**config.mk**
```make
export PLATFORM = sky130hd
export DESIGN_NAME = clkgen_m
export DESIGN_NICKNAME = d
export VERILOG_FILES = /design/src/rtl/clkgen_m.sv
export SDC_FILE = /design/constraint.sdc
export NUM_CORES = 1
export LEC_CHECK = 0
export CORE_ASPECT_RATIO = 0.75
export CORE_MARGIN = 2
export CORE_UTILIZATION = 53
export CTS_BUF_LIST = sky130_fd_sc_hd__clkbuf_4 sky130_fd_sc_hd__clkbuf_8 sky130_fd_sc_hd__clkbuf_16
export DETAILED_ROUTE_END_ITERATION = 6
export GPL_ROUTABILITY_DRIVEN = 0
export GPL_TIMING_DRIVEN = 0
export PLACE_DENSITY = 0.76
export SLEW_MARGIN = 25
export SYNTH_ARGS = -nofsm -noshare
export SYNTH_HDL_FRONTEND = slang
export SYNTH_SLANG_ARGS = --single-unit
```
**constraint.sdc**
```tcl
create_clock -name bbc_ck8 -period 1.8 [get_ports bbc_ck8]
set_clock_uncertainty 0.2 [all_clocks]
set_input_delay 0.27 -clock bbc_ck8 [delete_from_list [all_inputs] [get_ports bbc_ck8]]
set_output_delay 0.27 -clock bbc_ck8 [all_outputs]
set_load 0.03 [all_outputs]
```
**src/rtl/clkgen_m.sv**
```systemverilog
// CPU phi1/phi2 generator: follows BBC phi0 in slow mode, free-runs from bbc_ck8 in
// high-speed mode, and stretches phi1 so BBC accesses land on a BBC-aligned phi2.
module clkgen_m #(
  parameter int FAULT_LIMIT = 32
) (
  input  logic bbc_ck8,
  input  logic reset,
  input  logic bbc_ck2_phi0,
  input  logic hsclk_en,
  input  logic div_en,
  input  logic div4not2,
  input  logic bbc_access_req,
  output logic cpu_ck_phi2,
  output logic cpu_ck_phi1,
  output logic bbc_cycle,
  output logic locked,
  output logic sync_fault
);
  localparam int FW = $clog2(FAULT_LIMIT + 1);
  localparam logic [FW-1:0] FAULT_MAX = FW'(FAULT_LIMIT);

  typedef enum logic [1:0] {FAST_PH1, FAST_PH2, SYNC_PH1, SYNC_PH2} state_t;

  state_t        state_q, state_d;
  logic          phi0_s_q, phi0_s_d;
  logic          phi0_d_q, phi0_d_d;
  logic          armed_q, armed_d;
  logic [1:0]    ph_q, ph_d;
  logic          locked_q, locked_d;
  logic [FW-1:0] fault_cnt_q, fault_cnt_d;
  logic          sync_fault_q, sync_fault_d;
  logic [1:0]    cnt_q, cnt_d;
  logic [1:0]    mode_q, mode_d;
  logic          phi2_q, phi2_d;
  logic          phi1_q, phi1_d;
  logic          bbc_cycle_q, bbc_cycle_d;
  logic          rise;
  logic [1:0]    last_cnt;

  // phi0 synchroniser, phase tracker and lock-loss watchdog
  always_comb begin
    phi0_s_d = bbc_ck2_phi0;
    phi0_d_d = phi0_s_q;
    armed_d  = armed_q | ~phi0_s_q;
    rise     = armed_q & phi0_s_q & ~phi0_d_q;
    ph_d     = rise ? 2'd1 : ph_q + 2'd1;

    locked_d = locked_q;
    if (rise) begin
      locked_d = (ph_q == 2'd0);
    end else if (ph_q == 2'd0) begin
      locked_d = 1'b0;
    end

    fault_cnt_d = fault_cnt_q;
    if (locked_q) begin
      fault_cnt_d = '0;
    end else if (fault_cnt_q != FAULT_MAX) begin
      fault_cnt_d = fault_cnt_q + FW'(1);
    end
    sync_fault_d = sync_fault_q | (fault_cnt_d == FAULT_MAX);
  end

  // Phase sequencer; mode only reloads when a new phi1 begins
  always_comb begin
    last_cnt = ~mode_q[1] ? 2'd0 : (mode_q[0] ? 2'd3 : 2'd1);
    state_d  = state_q;
    mode_d   = mode_q;
    case (state_q)
      FAST_PH1: begin
        if (cnt_q == last_cnt) begin
          state_d = bbc_access_req ? SYNC_PH1 : FAST_PH2;
        end
      end
      FAST_PH2: begin
        if (cnt_q == last_cnt) begin
          state_d = hsclk_en ? FAST_PH1 : SYNC_PH1;
          mode_d  = {div_en, div4not2};
        end
      end
      SYNC_PH1: begin
        // ph==3 while locked: phi0_s rises on the coming edge
        if (locked_q && (ph_q == 2'd3)) begin
          state_d = SYNC_PH2;
        end
      end
      SYNC_PH2: begin
        if (cnt_q == 2'd1) begin
          state_d = hsclk_en ? FAST_PH1 : SYNC_PH1;
          mode_d  = {div_en, div4not2};
        end
      end
      default: state_d = SYNC_PH1;
    endcase

    cnt_d       = (state_d != state_q) ? 2'd0 : cnt_q + 2'd1;
    phi2_d      = (state_d == FAST_PH2) || (state_d == SYNC_PH2);
    phi1_d      = ~phi2_d;
    bbc_cycle_d = (state_d == SYNC_PH2);
  end

  always_ff @(posedge bbc_ck8 or posedge reset) begin
    if (reset) begin
      state_q      <= SYNC_PH1;
      phi0_s_q     <= 1'b0;
      phi0_d_q     <= 1'b0;
      armed_q      <= 1'b0;
      ph_q         <= 2'd0;
      locked_q     <= 1'b0;
      fault_cnt_q  <= '0;
      sync_fault_q <= 1'b0;
      cnt_q        <= 2'd0;
      mode_q       <= 2'd0;
      phi2_q       <= 1'b0;
      phi1_q       <= 1'b1;
      bbc_cycle_q  <= 1'b0;
    end else begin
      state_q      <= state_d;
      phi0_s_q     <= phi0_s_d;
      phi0_d_q     <= phi0_d_d;
      armed_q      <= armed_d;
      ph_q         <= ph_d;
      locked_q     <= locked_d;
      fault_cnt_q  <= fault_cnt_d;
      sync_fault_q <= sync_fault_d;
      cnt_q        <= cnt_d;
      mode_q       <= mode_d;
      phi2_q       <= phi2_d;
      phi1_q       <= phi1_d;
      bbc_cycle_q  <= bbc_cycle_d;
    end
  end

  assign cpu_ck_phi2 = phi2_q;
  assign cpu_ck_phi1 = phi1_q;
  assign bbc_cycle   = bbc_cycle_q;
  assign locked      = locked_q;
  assign sync_fault  = sync_fault_q;

endmodule

```
**Word-level counts from Yosys, hierarchy flattened**

Cells that the tools add are included.

- Flip-flop bits (word level): 22
- Input bits: 7
- Output and inout port bits: 5
- Word-level logic and storage cells: 61

- Add/sub/neg operators: 3
- Eq/ne operators: 13
- Mux-type cells: 18
- Bitwise gates (word level): 7
- Reduce and logical (&&, ||, !) cells: 7

Operators with widths:

| kind | count |
|---|---|
| $mux W2 | 12 |
| $mux W6 | 2 |
| $eq A2 B2 Y1 const B | 4 |
| $pmux W2 S4 | 1 |
| $add A6 B1 Y6 const B | 1 |
| $eq A2 B1 Y1 const B | 3 |
| $eq A6 B6 Y1 const B | 1 |
| $ne A6 B6 Y1 const B | 1 |
| $add A2 B1 Y2 const B | 2 |
| $logic_not A2 Y1 | 2 |
| $ne A2 B2 Y1 const B | 2 |
| $pmux W2 S2 | 1 |
| $reduce_bool A2 Y1 | 2 |
| $not A1 Y1 | 3 |
| $reduce_and A3 Y1 | 1 |
| $and A1 B1 Y1 | 2 |
| $eq A2 B2 Y1 | 1 |
| $mux W1 | 2 |
| $ne A2 B2 Y1 | 1 |
| $or A1 B1 Y1 | 2 |
| $logic_and A1 B1 Y1 | 1 |
| $logic_or A1 B1 Y1 | 1 |

**Depth between registers and ports, before layout**

Gate-level depths: netlist of the first run.

- Depth after elaboration: 8
- Mapped depth: 6
- Gate-level depth less buffers: 6

**Worst setup path before layout of the first run**

Ideal clock, no wire load.

- Path type: register to register
- From: register fault_cnt_q[0]
- To: register sync_fault_q, in the netlist sync_fault
- Library setup time: 0.073 ns
- Data arrival time: 1.324 ns
- Data required time: 1.527 ns
- Slack: 0.203 ns
- Cell stages (with the launch flop): 7
- Path buffers: 1
- Period minus slack after synthesis: 1.597 ns
- Cells stage by stage: dfrtp_1 inv_1 ha_1 and3_1 buf_6 a2111o_1 a2bb2oi_2

- Cells in the longest elaborated chain, start to end: 5
- Elaborated cells between the ends (all ways): 6
- Classes of those cells: add/sub: 1; eq/ne: 2; mux: 2; bitwise: 1

Ends and longest elaborated chain:

| what | line | source |
|---|---|---|
| from (decl) | 30 | `logic [FW-1:0] fault_cnt_q, fault_cnt_d;` |
| from (signal assigned) | 124 | `fault_cnt_q <= fault_cnt_d;` |
| $add A6 B1 Y6 / $ne A6 B6 Y1 (equally long branches) | 59, 58 |  |
| $mux W6 * | 58 | `end else if (fault_cnt_q != FAULT_MAX) begin` |
| $mux W6 * | 56 | `if (locked_q) begin` |
| $eq A6 B6 Y1 * | 61 | `sync_fault_d = sync_fault_q \| (fault_cnt_d == FAULT_MAX);` |
| $or A1 B1 Y1 * | 61 |  |
| via sync_fault_d | 31 | `logic sync_fault_q, sync_fault_d;` |
| to (signal assigned) | 125 | `sync_fault_q <= sync_fault_d;` |
| to (decl) | 31 |  |

Mark *: on every way through the listed nets, which the timed path passes. The rest lies on a longest branch.
A chain may end at the register's enable or synchronous reset.

**Worst setup path in the final report of the first run**

Same ends and word-level chain as after synthesis.

==> results of run 1 <==
## how the worst max path moves through the flow
stage	startpoint	to	slack, ns	depth (start not counted)
finish	fault_cnt_q[0]	sync_fault	0.1	6
global route	fault_cnt_q[1]	sync_fault	0.03	6
CTS	bbc_cycle	bbc_cycle	0.02	1
detailed placement	fault_cnt_q[0]	sync_fault	0.1	6
global placement	fault_cnt_q[0]	sync_fault	0.13	6
floorplan	fault_cnt_q[0]	sync_fault	0.20	6
## synth_stat cells, drive strengths merged
| master | n | area share, % |
|---|---|---|
| xnor2 | 2 | 1.7 |
| o211ai | 1 | 0.73 |
| nand3b | 2 | 1.5 |
| ha | 5 | 6.0 |
| and4 | 2 | 1.7 |
| and2 | 2 | 1.2 |
| nand3 | 6 | 2.9 |
| a31o | 1 | 0.85 |
| or2 | 2 | 1.2 |
| xor2 | 2 | 1.7 |
| nor4b | 1 | 0.85 |
| dfstp | 2 | 5.1 |
| nand2b | 1 | 0.60 |
| a211o | 1 | 0.85 |
| a2bb2oi | 1 | 1.5 |
| nand2 | 4 | 1.5 |
| o31ai | 2 | 1.9 |
| mux2 | 3 | 3.3 |
| dfrtp | 19 | 46 |
| a211oi | 2 | 1.5 |
| o21ai | 2 | 0.97 |
| a21oi | 4 | 2.7 |
| a31oi | 2 | 1.2 |
| buf | 2 | 1.6 |
| and3 | 1 | 0.60 |
| mux2i | 1 | 0.97 |
| nor3 | 3 | 1.5 |
| inv | 9 | 3.3 |
| a2111o | 1 | 1.1 |
| o21a | 1 | 0.73 |
| or3 | 1 | 0.60 |
| nor2 | 7 | 2.5 |
## final cells by class
class                      instances  area, um^2
sequential                        21         528
clock buffer                       3        22.5
tap                               22        27.5
inverter                           9        33.8
buffer                             2        16.3
clock inverter                     1        7.51
fill                             147         589
timing repair buffer              11         108
multi-input combinational         63         457
## critical path, stage by stage, from the launching register on
cell,delay [ns]
dfrtp_1,0.44
inv_2,0.08
ha_1,0.19
and3_1,0.15
buf_6,0.13
a2111o_1,0.30
a2bb2oi_2,0.15
## routing by layer
metal / up-vias / routed length [um] / GRT usage [%] / share of wire [%]
met1: 352 / 816 / 27.3 / 48
li1: 366 / - / - / -
met3: 2 / 63 / 6.43 / 3.7
met4: 0 / 17 / 4.39 / 1.0
met5: - / 0 / 0 / 0
met2: 11 / 801 / 27.4 / 47
## power by group
part | leakage (nW) | internal [mW] | switching (mW)
Clock | 0.0139 | 0.0847 | 0.147
Sequential | 0.255 | 0.641 | 0.173
Combinational | 0.286 | 0.328 | 0.388
## placed cells by master (no fill, tap or decap), types with 3 or more instances in the layout
cell type	netlist	layout
nand3_1	6	6
clkdlybuf4s50_1	0	6
nand2_1	4	4
dlygate4sd2_1	0	4
dfrtp_1	19	19
clkbuf_4	0	3
nor2_1	7	7
inv_1	9	8
mux2_2	3	3
nor3_1	3	3
ha_1	5	5
## state kept, by name, indices dropped and copies added (netlist names)
name / flops
fault_cnt_q: 6
sync_fault: 1
bbc_cycle: 1
cpu_ck_phi2: 1
phi0_d_d: 1
ph_q: 2
phi0_d_q: 1
locked: 1
cpu_ck_phi1: 1
armed_q: 1
state_q: 1
cnt_q: 2
mode_q: 2
## logic make-up (layout without fill, tap and decap cells)
kind of cell               count (synthesis)  after routing
adders and majority gates                  5              5
muxes                                      4              4
and+or+nand+nor                           32             32
buffers and inverters                     11             26
xor gates and xnor gates                   4              4
DFF                                       21             21
AOI/OAI and AO/OA                         18             18
==> qor.txt, run 1 <==
status = complete, no violations
post-synthesis cell type count = 35
vias = 731
syn nets = 107
period utilisation layout = 94.6%
Detailed Place HPWL = 1250 um
setup ws final = 0.0978 ns
pin count of the biggest net entering global routing = 22
largest family of logic cells by synthesized area = simple AND/OR/NAND/NOR gates
WL final = 1700 um
mux contribution to synthesized area = 4.23%
Post-CTS Resized = 4
crit path kind = register to register
min-delay worst type = primary input to register
Inserted Diodes = 0
Worst-Margin Slew = 0.766 ns
antenna violations before repair = 0
post-synthesis simple-gate area fraction = 16.6%
Via density = 5.54
max-slew violations = 0
R2R Path Start = fault_cnt_q[0]
Initial DRC Count = 6
compound-gate portion of the synthesized area = 13.9%
Cells after Synth = 95
Pwr per Cell Area = 1470 nW/um^2
Hold Fails Final Rpt = 0
vias in the first global route = 725
clock sinks = 21
Die Y = 42.3 um
antenna violation net count after detailed routing = 0
Yosys Warn Count = 0
nets@finish = 123
Hold Path End = phi0_d_d
gr ovfl total = 0
Root Buffer = clkbuf_4
Inst Count DP = 128
Worst-Skew Late Latency = 0.31 ns
Max-cap violations = 0
TritonCTS clock tree = built
#FFs+latches synth = 21
Die Wd = 55.0 um
Mapped Area = 1030 um^2
# IOs = 12
first-pass GRT wire length = 3140 um
Fmax = 587 MHz
Avg Inst Size Synth = 10.9 um^2
Worst-path clk slew = 0.12 ns
CTS buffer count = 3
row cnt = 13
setup TNS = 0 ns
clock buffer depth = 2
Leak Pwr = 0.555 nW
Core Region = 1790 um^2
RSZ-0062 raised after global routing = false
router iterations before antenna repair = 4
starting density of the core = 57.8%
# DRC = 0
CP endpoint kind = register
area growth from synthesis to layout = 16.0%
wire per inst = 12.9 um
GRT Util Overall = 18.9%
Port-buffer cells = 11
WP data required = 1.85 ns
dpl ws = 0.0980 ns
final non-filler cell area = 1200 um^2
Final Hold Slack = 0.185 ns
startpoint types = register
Final Instance Count excl. Fillers = 132
Die Area = 2330 um^2
H-Tree Depth = 1
Post-Synth XOR/XNOR Area = 3.39%
Worst Path Max Fanout = 6
Tmin final = 1.70 ns
layout cells sized above 1 = 17.3%
adder-cell share of the synthesized area = 6.05%
WP data arrival = 1.75 ns
Post-CTS Setup Bufs = 0
Cells on Worst Hold Path = 1
cts hold-fix bufs = 0
fin util = 67.1%
FF-to-FF setup slack = 0.1 ns
Max-slew headroom = 48.9%
Final setup viols = 0
sequential fraction of the synthesis area = 51.0%
min-delay src = bbc_ck2_phi0
FF-to-FF path depth = 6
IR drop worst, VDD = 1.26 mV
Pwr Total = 1.76 mW
Placed Area = 1170 um^2
reg2reg end = sync_fault
Power figures use the tool's default switching activity.
==> run 2: changes to the inputs <==
Settings changed: CTS_BUF_LIST sky130_fd_sc_hd__clkbuf_4 sky130_fd_sc_hd__clkbuf_8 sky130_fd_sc_hd__clkbuf_16 to default.
==> results of run 2 <==
Final layout, timing and power as in run 1 (identical DEF).
==> run 3: changes to the inputs <==
Settings changed: CORE_ASPECT_RATIO 0.75 to default.
==> run 3 against run 2 <==
Critical path depth unchanged. Die area shrank 0.16%. Sequential share of layout area fell by 0.27 points. Via count is 0.82% higher. Worst setup slack worse by 0.012 ns. First-iteration DRC count rose by 17%. Clock power down 3%. Fmax fell by 0.67%. Final cell count rose by 3.0%.
==> qor.txt, run 3 (synthesized netlist as in run 1, its figures left out) <==
WP data required = 1.85 ns (about the same)
crit path kind = register to register
Port-buffer cells = 11 (unchanged)
Crit-path slowest cell = dfrtp_1
H-Tree Depth = 1 (unchanged)
highest-count cells in the layout ignoring fill and taps = 19 x dfrtp_1, 9 x inv_1, 7 x nor2_1
Cell Chain, Critical Path = inv_1 > ha_1 > and3_1 > buf_6 > a2111o_1 > a2bb2oi_2
antenna violation net count after detailed routing = 0 (unchanged)
cts hold-fix bufs = 0 (unchanged)
FF-to-FF setup slack = 0.09 ns (about the same)
nets@finish = 124 (+0.81%)
setup ws final = 0.0863 ns (-0.0115 ns)
wire per inst = 12.0 um (-6.4%)
Detailed Place HPWL = 1220 um (-2.4%)
Worst Path Max Fanout = 6 (unchanged)
TritonCTS clock tree = built
Core Region = 1780 um^2 (-0.35%)
Pwr Total = 1.76 mW (-0.12%)
Worst Path Buf+Inv = 2 (unchanged)
Leak Pwr = 0.562 nW (+1.2%)
Clk pwr share = 12.8% (-0.3 points)
Initial DRC Count = 7 (+1)
max reg flops = 6 (unchanged)
Final setup viols = 0 (unchanged)
fin util = 67.7% (+0.66 points)
WP data arrival = 1.76 ns (about the same)
dpl ws = 0.107 ns (+0.00879 ns)
clock buffer depth = 2 (unchanged)
first-pass GRT wire length = 2780 um (-11%)
Hold Fails Final Rpt = 0 (unchanged)
FF-to-FF path depth = 6 (unchanged)
min-delay worst type = primary input to asynchronous set/reset pin
GRT Util Overall = 17.7% (-1.2 points)
CP max stage delay = 0.41 ns (-0.03 ns)
antenna violations before repair = 0 (unchanged)
# IOs = 12 (unchanged)
status = complete, no violations
Top delay family on crit path = compound AO/OA/AOI/OAI gates
Tmin final = 1.71 ns (+0.0115 ns)
Fmax = 584 MHz (-0.67%)
Die Y = 48.2 um (+14%)
Biggest register = fault_cnt_q
Worst-path clk slew = 0.11 ns (about the same)
# DRC = 0 (unchanged)
Die Wd = 48.2 um (-12%)
vias in the first global route = 668 (-7.9%)
gr ovfl total = 0 (unchanged)
Comb power frac = 41.2% (+0.5 points)
max-slew violations = 0 (unchanged)
period utilisation layout = 95.2% (+0.64 points)
Pwr per Cell Area = 1460 nW/um^2 (-0.74%)
WL final = 1640 um (-3.6%)
Die Area = 2320 um^2 (-0.16%)
Worst-Skew Late Latency = 0.31 ns (about the same)
reg2reg end = sync_fault
Max-slew headroom = 49.7% (+0.84 points)
row cnt = 15 (+2)
Root Buffer = clkbuf_4
starting density of the core = 58.0% (+0.20 points)
Int Power = 1.07 mW (+1.2%)
CTS buffer count = 3 (unchanged)
pin count of the biggest net entering global routing = 22 (unchanged)
router iterations before antenna repair = 4 (unchanged)
clock sinks = 21 (unchanged)
Max-cap violations = 0 (unchanged)
layout cells sized above 1 = 16.2% (-1.1 points)
switching share of power = 39.4% (-0.81 points)
CP endpoint kind = register
startpoint types = register
area growth from synthesis to layout = 16.7%
Worst-Margin Slew = 0.754 ns (-0.0126 ns)
Seq pwr share = 45.9% (-0.3 points)
IR drop worst, VDD = 0.837 mV (-34%)
sw power = 0.694 mW (-2.1%)
setup TNS = 0 ns (unchanged)
leading cell type in the layout, fill and taps excluded = dfrtp_1
Inserted Diodes = 0 (unchanged)
R2R Path Start = fault_cnt_q[0]
Via density = 5.42 (-2.1%)
RSZ-0062 raised after global routing = false
vias = 737 (+0.82%)
[run 3: worst max path at each step]
stage | from | end | cells after the start
floorplan | fault_cnt_q[0] | sync_fault | 6
finish | fault_cnt_q[0] | sync_fault | 6
global placement | fault_cnt_q[0] | sync_fault | 6
detailed placement | fault_cnt_q[0] | sync_fault | 6
CTS | bbc_cycle | bbc_cycle | 1
global route | fault_cnt_q[1] | sync_fault | 6
[run 3: what timing repair did]
item                       in CTS  in global routing
pin swaps                       0                  0
setup buffers                   0                  1
resized for setup               4                  1
setup endpoints to repair       4                  2
[run 3: power groups by stage]
stage | Combinational [mW] | Sequential [mW] | Clock, mW
after global routing | 0.817 | 0.838 | 0.258
after global placement | 0.709 | 0.812 | 0
after CTS | 0.712 | 0.813 | 0.236
after detailed placement | 0.725 | 0.824 | 0
final | 0.726 | 0.809 | 0.226
after floorplan | 0.504 | 0.847 | 0
[run 3: per-layer routing]
| metal | vias up | global-route usage, % | routed length (um) |
|---|---|---|---|
| li1 | 367 | - | - |
| met2 | 8 | 27.6 | 786 |
| met3 | 5 | 4.44 | 46 |
| met1 | 357 | 22.4 | 758 |
| met5 | - | 0 | 0 |
| met4 | 0 | 9.73 | 45 |
[run 3: stage by stage]
step                      instances  instance area, um^2  hold WS, ns
final                           136                 1210        0.189
after global routing            136                 1210        0.193
after CTS                       135                 1200        0.187
after detailed placement        131                 1180        0.200
after global placement          131                 1180        0.190
after floorplan                  95                 1030       0.0450
[run 3: layout make-up]
class,count,area (um^2)
Clock buffer,4,26.3
Buffer,2,16.3
Multi-Input combinational cell,63,457
Tap cell,25,31.3
Inverter,9,33.8
Sequential cell,21,528
Fill cell,136,576
Timing Repair Buffer,12,115
